===== src/rtl/syscall_unit.sv =====
// Syscall service unit: decodes v0/a0 on a syscall pulse, stalls the pipeline and
// streams print-int, print-char and NUL-terminated print-string output to the console.
module syscall_unit #(
  parameter int unsigned MAX_STR_LEN = 256
) (
  input  logic        clk,
  input  logic        rst,
  input  logic        syscall,
  input  logic [31:0] v0,
  input  logic [31:0] a0,
  output logic        mem_req,
  output logic [31:0] mem_addr,
  input  logic [31:0] mem_rdata,
  input  logic        mem_ack,
  output logic        char_valid,
  output logic [7:0]  char_data,
  output logic        int_valid,
  output logic [31:0] int_data,
  input  logic        out_ready,
  output logic        stall,
  output logic        halt,
  output logic        err,
  output logic        trunc
);

  localparam int unsigned CW = $clog2(MAX_STR_LEN) + 1;

  typedef enum logic [2:0] {
    S_IDLE,
    S_INT_OUT,
    S_FETCH,
    S_EMIT,
    S_HALT
  } state_t;

  state_t        state;
  logic [31:0]   code;
  logic [31:0]   ptr;
  logic [CW-1:0] cnt;
  logic [CW-1:0] cnt_next;
  logic [7:0]    byte_r;
  logic [7:0]    fetched;
  logic          known;

  always_comb begin
    fetched = mem_rdata[7:0];
    case (ptr[1:0])
      2'd0: fetched = mem_rdata[7:0];
      2'd1: fetched = mem_rdata[15:8];
      2'd2: fetched = mem_rdata[23:16];
      2'd3: fetched = mem_rdata[31:24];
      default: fetched = mem_rdata[7:0];
    endcase
  end

  always_comb begin
    known = 1'b0;
    case (v0)
      32'd1, 32'd4, 32'd10, 32'd11: known = 1'b1;
      default: known = 1'b0;
    endcase
  end

  always_comb cnt_next = cnt + CW'(1);

  // Stall is combinational so the pipeline freezes in the very cycle the syscall is seen.
  always_comb begin
    mem_req    = (state == S_FETCH);
    char_valid = (state == S_EMIT);
    int_valid  = (state == S_INT_OUT);
    halt       = (state == S_HALT);
    char_data  = byte_r;
    mem_addr   = {ptr[31:2], 2'b00};
    stall      = !rst && ((state != S_IDLE) || (syscall && known));
  end

  always_ff @(posedge clk or posedge rst) begin
    if (rst) begin
      state    <= S_IDLE;
      code     <= '0;
      ptr      <= '0;
      cnt      <= '0;
      byte_r   <= '0;
      int_data <= '0;
      err      <= 1'b0;
      trunc    <= 1'b0;
    end else begin
      err   <= 1'b0;
      trunc <= 1'b0;
      case (state)
        S_IDLE: begin
          if (syscall) begin
            code <= v0;
            case (v0)
              32'd1: begin
                int_data <= a0;
                state    <= S_INT_OUT;
              end
              32'd4: begin
                ptr   <= a0;
                cnt   <= '0;
                state <= S_FETCH;
              end
              32'd11: begin
                byte_r <= a0[7:0];
                state  <= S_EMIT;
              end
              32'd10: state <= S_HALT;
              default: err <= 1'b1;
            endcase
          end
        end
        S_INT_OUT: begin
          if (out_ready) state <= S_IDLE;
        end
        S_FETCH: begin
          if (mem_ack) begin
            byte_r <= fetched;
            state  <= (fetched == 8'h00) ? S_IDLE : S_EMIT;
          end
        end
        S_EMIT: begin
          if (out_ready) begin
            if (code == 32'd11) begin
              state <= S_IDLE;
            end else begin
              ptr <= ptr + 32'd1;
              cnt <= cnt_next;
              if (cnt_next == CW'(MAX_STR_LEN)) begin
                trunc <= 1'b1;
                state <= S_IDLE;
              end else begin
                state <= S_FETCH;
              end
            end
          end
        end
        S_HALT: state <= S_HALT;
        default: state <= S_IDLE;
      endcase
    end
  end

endmodule


===== config.mk =====
export PLATFORM = sky130hd
export DESIGN_NAME = syscall_unit
export DESIGN_NICKNAME = d
export VERILOG_FILES = /design/src/rtl/syscall_unit.sv
export SDC_FILE = /design/constraint.sdc
export NUM_CORES = 1
export LEC_CHECK = 0
export BUFFER_PORTS_ARGS = -buffer_cell sky130_fd_sc_hd__buf_2
export CORE_ASPECT_RATIO = 1.5
export CORE_MARGIN = 3
export CORE_UTILIZATION = 45
export CTS_BUF_LIST = sky130_fd_sc_hd__clkbuf_8 sky130_fd_sc_hd__clkbuf_16
export DETAILED_ROUTE_END_ITERATION = 12
export PLACE_DENSITY = 0.8
export SYNTH_ARGS = -nofsm -noshare
export SYNTH_HDL_FRONTEND = slang
export SYNTH_SLANG_ARGS = --single-unit

===== constraint.sdc =====
create_clock -name clk -period 3.7 [get_ports clk]
set_input_delay 0.185 -clock clk [delete_from_list [all_inputs] [get_ports clk]]
set_output_delay 0.185 -clock clk [all_outputs]
set_load 0.05 [all_outputs]

======== Word-level counts from Yosys, hierarchy flattened ========
Index checks and enable logic that the tools add are counted.
word-level totals
  register bits ........................... 118
  input port bits ......................... 101
  output and inout port bits .............. 79
  word-level logic and storage cells ...... 79
operators by class
  add/subtract/negate cells ............... 2
  eq/ne operators ......................... 21
  muxes and demuxes ....................... 32
  reductions and logical operators ........ 16
operators with widths
  operator                                                count
  2-to-1 mux 32 bit                                       4
  equality test 32 x 4 -> 1 bit (second input constant)   3
  case mux 32 bit (2 select lines)                        1
  2-to-1 mux 9 bit                                        4
  adder 32 x 1 -> 32 bit (second input constant)          1
  equality test 32 x 1 -> 1 bit (second input constant)   1
  equality test 32 x 3 -> 1 bit (second input constant)   1
  case mux 8 bit (4 select lines)                         1
  2-to-1 mux 8 bit                                        3
  case mux 9 bit (2 select lines)                         1
  case mux 8 bit (2 select lines)                         1
  case mux 3 bit (5 select lines)                         1
  2-to-1 mux 3 bit                                        4
  case mux 3 bit (4 select lines)                         1
  inequality test 2 x 1 -> 1 bit (second input constant)  5
  AND reduction 5 bit                                     2
  adder 9 x 1 -> 9 bit (second input constant)            1
  equality test 9 bit (second input constant)             1
  zero test 8 bit                                         1
  2-to-1 mux 1 bit                                        8
  equality test 3 x 2 -> 1 bit (second input constant)    2
  2-to-1 mux 2 bit                                        3
  inequality test 5 x 1 -> 1 bit (second input constant)  1
  equality test 2 bit (second input constant)             2
  other kinds (15)                                        18

======== Logic depth before layout (Yosys ltp) ========
Gate-level depths: netlist of the first run.
  depth after elaboration ................. 6
  gate-level depth with buffers ........... 10
  depth with buffers taken out ............ 8

======== Worst setup path before layout of the first run ========
No wires, ideal clock.
  kind .................................... register -> register
  from .................................... register state[2]
  to ...................................... register ptr[5]
  library setup time ...................... 0.082 ns
  arrival time ............................ 2.211 ns
  data required time ...................... 3.618 ns
  slack ................................... 1.407 ns
  stages on the path, launching flop included .. 8
  path buffers ............................ 2
  clock period less this slack ............ 2.293 ns
  cells stage by stage .................... dfrtp_1 nand2b_1 or2_1 inv_1 clkbuf_1 clkbuf_1 o21ai_0 a31oi_1
between the ends
  word-level cells in the longest chain between the ends .. 3
  elaborated cells between the ends (all ways) .. 9
  classes of those cells .................. eq/ne: 5; mux: 1; reduce/logical: 3
ends and longest elaborated chain
  item                                                           RTL line  source
  start: declaration                                             36        state_t state;
  start signal: assignment                                       119       state <= (fetched == 8'h00) ? S_IDLE : S_EMIT;
  equality test 3 x 2 -> 1 bit (*)                               n/a
  named net char_valid                                           15        output logic char_valid,
  inequality test 2 bit (no line), or another cell as far along  n/a
  AND reduction 5 bit (no line)                                  n/a
  end signal: assignment                                         127       ptr <= ptr + 32'd1;
  end: declaration                                               38        logic [31:0] ptr;
The timed path passes the listed nets; every way through them passes the cells marked *.
A chain may end at the register's enable or synchronous reset.

======== Worst setup path after layout of the first run ========
  from .................................... register ptr[1]
  to ...................................... register ptr[30]
between the ends
  word-level cells in the longest chain between the ends .. 4
ends and longest elaborated chain
  item                              RTL line  source
  adder 32 x 1 -> 32 bit            127
  2-to-1 mux 32 bit                 124       if (code == 32'd11) begin
  2-to-1 mux 32 bit                 123       if (out_ready) begin
  case mux 32 bit (2 select lines)  90        case (state)
Every way passes these cells. The select of a mux whose other input is x is not followed.

==> results of run 1 <==
==> kinds of logic after synthesis <==
logic type / after synthesis / synth area share (%)
AOI/OAI and AO/OA: 164 / 15.88
xor gates and xnor gates: 3 / 0.4144
adders and majority gates: 6 / 1.184
buffers and inverters: 81 / 7.399
DFF: 118 / 46.57
muxes: 73 / 12.77
other: 1 / 0.05914
and+or+nand+nor: 189 / 15.73
==> cell type report <==
cell class              count  area (um^2)
clock buffers              18        439.2
well taps                 162        202.7
inverters                  13        51.30
multi-input cells         437         2924
flip-flops and latches    118         2953
repair buffers            190        985.9
fillers                  1221         5928
clock inverters            14        178.9
==> where the power goes <==
group | internal (uW) | leakage [uW] | total (uW) | switching, uW
clock network | 1080 | 0.000281 | 1690 | 612
logic | 551 | 0.00190 | 1770 | 1220
registers | 1590 | 0.00151 | 1920 | 325
==> critical path, delay by kind of cell (launching register included) <==
family	cells	cell delay, ps
flip-flops	1	440
adder cells (fa/ha/maj)	1	480
AO/OA/AOI/OAI	2	330
AND/OR/NAND/NOR	4	1270
==> routing by layer <==
metal	track usage (%)	vias up
met2	37.34	172
li1	-	2588
met4	8.814	0
met5	0	-
met3	4.424	21
met1	25.35	2617
==> how the worst max path moves through the flow <==
| stage | startpoint | endpoint | slack (ps) | depth (start not counted) |
|---|---|---|---|---|
| floorplan | rst | char_data[0] | 390 | 1 |
| global placement | ptr[1] | ptr[26] | 1100 | 7 |
| detailed placement | ptr[1] | ptr[30] | 1100 | 7 |
| CTS | ptr[1] | ptr[30] | 1100 | 7 |
| global route | ptr[1] | ptr[30] | 960 | 7 |
| finish | ptr[1] | ptr[30] | 1090 | 7 |
==> cells in the final DEF (no fill, tap or decap), types with 12 or more instances in the layout <==
cell type | netlist | layout
dfrtp_1 | 118 | 118
nand3_1 | 29 | 29
clkbuf_16 | 0 | 17
nand4_1 | 13 | 13
buf_2 | 6 | 177
nor4_1 | 16 | 16
o21ai_0 | 44 | 44
a2bb2oi_1 | 18 | 18
a21oi_1 | 55 | 55
buf_4 | 38 | 12
nor2_1 | 39 | 39
mux2_2 | 61 | 61
nand2_1 | 41 | 41
==> state kept, by name, summed over array words and instances, names as in the netlist <==
name and flops:
char_data 8, cnt 9, code 32, err 1
int_data 32, ptr 32, state 3, trunc 1
==> what timing repair did <==
| item | in CTS | in global routing |
|---|---|---|
| hold buffers | 1 | 0 |
| setup endpoints to repair | 0 | 0 |
| endpoints found under the hold margin | 64 | 0 |
==> through the flow <==
stage	hold slack (ps)	instances	power (uW)	cell area [um^2]
2_1_floorplan	294.1	636	3443	6345
3_3_place_gp	412.2	919	3667	7107
3_5_place_dp	416.0	919	3707	7107
6_report	22.75	952	5379	7735
4_1_cts	7.099	952	5419	7735
5_1_grt	17.27	952	5635	7735
==> summary.md, run 1 <==
### Yosys
- Yosys warnings: 0
- count of cell types in the netlist: 60
- number of enable-type register cells in the synthesized netlist: 0
- per-instance average area after synthesis: 9.986 um^2
- Area contributors post-synth: dfrtp_1, mux2_2, buf_4, a21oi_1, o21ai_0
- Seq cells post-synth: 118
- most frequent cell after synthesis: dfrtp_1
- most frequent cells after synthesis: dfrtp_1, mux2_2, a21oi_1, o21ai_0, nand2_1
- Async S/R FF share, synth: 100.0%
- Synth Cell Area: 6341 um^2
- instance count of the mapped netlist: 635
- prevailing post-synth register cell: dfrtp_1
- sequential cell area fraction in the yosys report: 46.57%
- post-synth top area share: 46.57%
- cell accounting for the most synthesized area: dfrtp_1

### Timing
- Total Negative Setup Slacks: 0 ps
- Slew HR: 29.58%
- transition time at the pin with the least slew margin: 1056 ps
- post-layout worst setup margin: 1088 ps
- highest clock rate: 382.9 MHz
- crit share post-route: 70.58%
- final-report max-slew violation count: 0
- setup repair after global routing missed its margin: false
- final worst clock skew: 6.482 ps
- setup violators final: 0
- Final Hold Viols: 0
- min Tclk post-route: 2612 ps

### Detailed routing
- final routed wire length divided by cell count: 17.58 um
- # DRC: 0
- via-per-instance ratio: 5.670
- wire length on met1: 6550 um
- vias after detailed routing: 5398
- number of nets still failing antenna checks after routing: 0
- number of detailed-route iterations in the first pass: 4
- WL final: 16740 um
- Top Layer Used: met4
- met3 wire len: 940 um
- DRC violation total after the first TritonRoute iteration: 248
- wire length on met2: 8847 um

### Worst setup path
- reg-to-reg setup timing slack: 1090 ps
- highest-delay cell along the critical path: or3_1
- Setup crit start kind: flip-flop
- Slowest Stage Delay on Critical Path: 490 ps
- maximum fanout along the worst path: 12
- category of the worst setup path capture point: flip-flop
- startpoint of the lowest-slack register-to-register path: ptr[1]
- data required time at the worst endpoint: 4030 ps
- type of the worst setup path: reg2reg
- worst-path cell chain: ha_1 -> nand3_1 -> or3_1 -> nor3_2 -> nand4_1 -> a21oi_1 -> a2bb2oi_1
- Worst Path Arrival: 2940 ps
- end of the worst register-to-register path: ptr[30]
- cell count of the worst reg-to-reg path: 7

### Power and ir drop
- P per Cell Area: 695.5 nW/um^2
- leakage power summed over all cells: 0.003691 uW
- peak ir drop on the vdd network: 406.7 uV

### Die
- Die Footprint: 15580 um^2
- core region area: 13660 um^2
- Die X-Extent: 102.9 um
- I/O pin total: 180
- Die Y: 151.4 um
- FP Rows: 52
- effective utilization at floorplan: 46.41%

### Outcome
- run status: complete, no violations

### Global routing
- global-route total usage across every layer: 21.45%
- number of antenna violations at the first check in global routing: 0
- first-pass GRT wire length: 26210 um
- total congestion overflow after global routing: 0
- pin count of the biggest net entering global routing: 67
- number of global-route vias before repair: 5319

### Clock tree
- number of sinks handled by clock tree synthesis: 118
- Setup Buffers After CTS: 0
- clock-pin slew of the registers on the worst-case setup and hold paths: 60 ps
- Post-CTS Resized: 0
- clock latency at the later pin of the worst-skew pair: 410 ps
- maximum clock insertion buffer count: 2
- H-tree lvl count: 4
- root buffer selected by CTS: clkbuf_16
- number of buffers created by CTS: 17
- clock tree from TritonCTS: yes

### Finish
- area delta synth->final: 21.98%
- Antenna diodes: 0
- fraction of final layout cells with drive strength greater than 1: 37.09%
- number of nets in the finished design: 884
- utilization after layout: 56.61%

### Hold path
- path category of the worst min-delay check: in2reg
- Min-Delay Endpoint: int_data[14]
- number of instances on the worst hold path: 2
- hold_sp: a0[14]

### Placement
- RD Place Congestion: 0.8618
- pre-CTS WS: 1099 ps
- total of buffers placed on input and output ports: 177
- final HPWL from detailed placement: 12270 um

### Flow run
- max-capacitance violation count: 0

No activity file was read; power rests on OpenSTA's default activity.
==> inputs of run 2 (changes only) <==
- ABC_AREA: default -> 1
- PLACE_DENSITY: 0.8 -> 0.81
- clock period: 3.7 -> 2.1 ns (I/O delays scaled with it)
==> summary.md, run 2 <==
### Worst setup path
- startpoint of the lowest-slack register-to-register path: state[2]
- type of the worst setup path: reg2out
- reg-to-reg setup timing slack: 60 ps, -1030 ps
- category of the worst setup path capture point: output port
- Setup crit start kind: flip-flop
- end of the worst register-to-register path: ptr[4]
- Worst Path Arrival: 1980 ps, -960 ps
- cell count of the worst reg-to-reg path: 10, +3
- data required time at the worst endpoint: 2000 ps, -2030 ps
- maximum fanout along the worst path: 54, +42

### Placement
- total of buffers placed on input and output ports: 177, unchanged
- final HPWL from detailed placement: 14310 um, +17%
- RD Place Congestion: 0.9083, +5.4%
- pre-CTS WS: -27.11 ps, -1126 ps
- Placed Cells: 1328, +45%

### Die
- I/O pin total: 180, unchanged
- Die Footprint: 17050 um^2, +9.4%
- Die Y: 158.4 um, +4.7%
- FP Rows: 55, +5.8%
- core region area: 15140 um^2, +11%
- effective utilization at floorplan: 46.04%, -0.37 points
- Die X-Extent: 107.6 um, +4.6%

### Finish
- area delta synth->final: 30.86%
- Layout fillers: 1355, +11%
- Final Non-Filler Cells: 1425, +50%
- Regs by FF count: code: 32 flops, int_data: 32 flops, ptr: 32 flops
- Antenna diodes: 0, unchanged
- number of nets in the finished design: 1320, +49%
- leading cell types in the layout, fill and taps excluded: nand2_1, buf_2, dfrtp_1
- fraction of final layout cells with drive strength greater than 1: 21.45%, -16 points
- leading cell type in the layout, fill and taps excluded: nand2_1

### Clock tree
- number of buffers created by CTS: 17, unchanged
- clock-pin slew of the registers on the worst-case setup and hold paths: 60 ps, about the same
- clock latency at the later pin of the worst-skew pair: 410 ps, about the same
- clock tree from TritonCTS: yes
- number of sinks handled by clock tree synthesis: 118, unchanged
- H-tree lvl count: 4, unchanged
- root buffer selected by CTS: clkbuf_16
- maximum clock insertion buffer count: 2, unchanged

### Timing
- min Tclk post-route: 2080 ps
- final-report max-slew violation count: 0, unchanged
- Slew HR: 48.28%, +19 points
- crit share post-route: 99.06%
- post-layout worst setup margin: 19.78 ps, -1069 ps
- Final Hold Viols: 0, unchanged
- worst hold slack after final layout: 12.59 ps, -10.15 ps
- transition time at the pin with the least slew margin: 774.0 ps, -282.4 ps
- setup repair after global routing missed its margin: true
- final worst clock skew: 10.65 ps, +4.173 ps
- setup violators final: 0, unchanged
- highest clock rate: 480.7 MHz

### Detailed routing
- final routed wire length divided by cell count: 14.35 um, -18%
- WL final: 20440 um, +22%
- DRC violation total after the first TritonRoute iteration: 370, +49%
- number of nets still failing antenna checks after routing: 0, unchanged
- via-per-instance ratio: 5.011, -12%
- vias after detailed routing: 7140, +32%
- number of detailed-route iterations in the first pass: 6, +2
- # DRC: 0, unchanged

### Power and ir drop
- peak ir drop on the vdd network: 604.0 uV, +49%
- leakage power summed over all cells: 0.004728 uW, +28%
- P per Cell Area: 1160 nW/um^2, +67%

### Global routing
- first-pass GRT wire length: 32840 um, +25%
- number of global-route vias before repair: 6945, +31%
- global-route total usage across every layer: 24.37%, +2.9 points
- number of antenna violations at the first check in global routing: 0, unchanged
- pin count of the biggest net entering global routing: 119, +78%
- total congestion overflow after global routing: 0, unchanged

### Yosys
- Async S/R FF share, synth: 100.0%, unchanged
- most frequent cell after synthesis: nand2_1
- Seq cells post-synth: 118, unchanged
- number of enable-type register cells in the synthesized netlist: 0, unchanged
- sequential cell area fraction in the yosys report: 42.36%, -4.2 points
- Area contributors post-synth: dfrtp_1, nand2_1, o21ai_0, inv_1, nor2_1
- count of cell types in the netlist: 40, -33%
- Yosys warnings: 0, unchanged
- prevailing post-synth register cell: dfrtp_1
- Synth Cell Area: 6970 um^2, +9.9%
- post-synth top area share: 42.36%, -4.2 points
- instance count of the mapped netlist: 1002, +58%
- cell accounting for the most synthesized area: dfrtp_1
- most frequent cells after synthesis: nand2_1, dfrtp_1, inv_1, o21ai_0, nor2_1
- per-instance average area after synthesis: 6.957 um^2, -30%

### Flow run
- max-capacitance violation count: 0, unchanged

### Hold path
- path category of the worst min-delay check: in2reg
- number of instances on the worst hold path: 3, +1
- Min-Delay Endpoint: int_data[6]
- hold_sp: a0[6]

### Outcome
- run status: complete, no violations

==> run 2: changes by cell type after synthesis, moves of 13 or more <==
cell / before / now
a21oi_1: 55 / 3
inv_1: 13 / 103
mux2_2: 61 / 1
o21ai_0: 44 / 97
nand3_1: 29 / 42
nand2_1: 41 / 374
nor4_1: 16 / 2
nor2_1: 39 / 85
a2bb2oi_1: 18 / 0
o21ai_1: 2 / 18
==> run 2: cells by family after synthesis <==
family          share of synthesized area, %
simple gates                           33.78
buf+inv                                11.49
compound gates                         10.07
flops                                  42.36
xor+xnor                               1.005
fa+ha+maj                              1.077
other cells                          0.05380
mux                                   0.1615
==> run 2: area by class of cell <==
type / count / area, um^2 / share of cell area [%]
multi-input combinational: 710 / 3242 / 35.54
timing repair inverter: 1 / 5.005 / 0.05487
inverter: 111 / 424.2 / 4.650
sequential: 118 / 2954 / 32.39
clock buffer: 20 / 466.7 / 5.117
timing repair buffer: 254 / 1652 / 18.11
clock inverter: 12 / 128.9 / 1.413
tap: 199 / 249.0 / 2.730
==> run 2: worst max path at each step <==
stage | start | end | slack [ps] | depth (start not counted)
finish | state[2] | char_valid | 20 | 5
CTS | ptr[0] | state[0] | 30 | 12
detailed placement | v0[7] | cnt[3] | -30 | 11
global placement | ptr[0] | state[0] | 60 | 12
floorplan | rst | stall | -260 | 3
global route | state[2] | char_valid | -60 | 5
==> run 2: timing repair <==
item | in CTS | in global routing
pin swaps | 1 | 1
endpoints found under the hold margin | 178 | 0
resized for setup | 2 | 9
setup buffers | 1 | 4
cloned | 0 | 1
hold buffers | 59 | 0
endpoints found under the setup margin | 1 | 10
==> run 2: through the flow <==
step / area, um^2 / TNS (ps) / util (%) / total power (uW)
final: 9121 / 0 / 60.25 / 10580
after global placement: 7864 / 0 / 51.94 / 7354
after global routing: 9121 / -77.76 / 60.25 / 11220
after CTS: 9065 / 0 / 59.88 / 10490
after floorplan: 6978 / -256.3 / - / 6748
after detailed placement: 7864 / -41.30 / 51.94 / 7428
==> run 2: metal layers <==
layer	vias up	global-route usage, %	share of wire, %
met4	0	11.07	3.3
met5	-	0	0
met2	279	45.28	54
met1	3269	26.37	37
li1	3541	-	-
met3	51	4.949	5.7
==> run 2: worst max-delay path, stage by stage, from the launching register on <==
cell and delay (ps):
dfrtp_1 450, inv_2 90, nand2_2 80, nor2_4 100, buf_4 440, buf_2 370
==> run 2: power breakdown <==
group          internal [uW]  switching (uW)
Sequential              2870             566
Combinational           1240            3010
Clock                   1840            1070
Total                   5950            4640
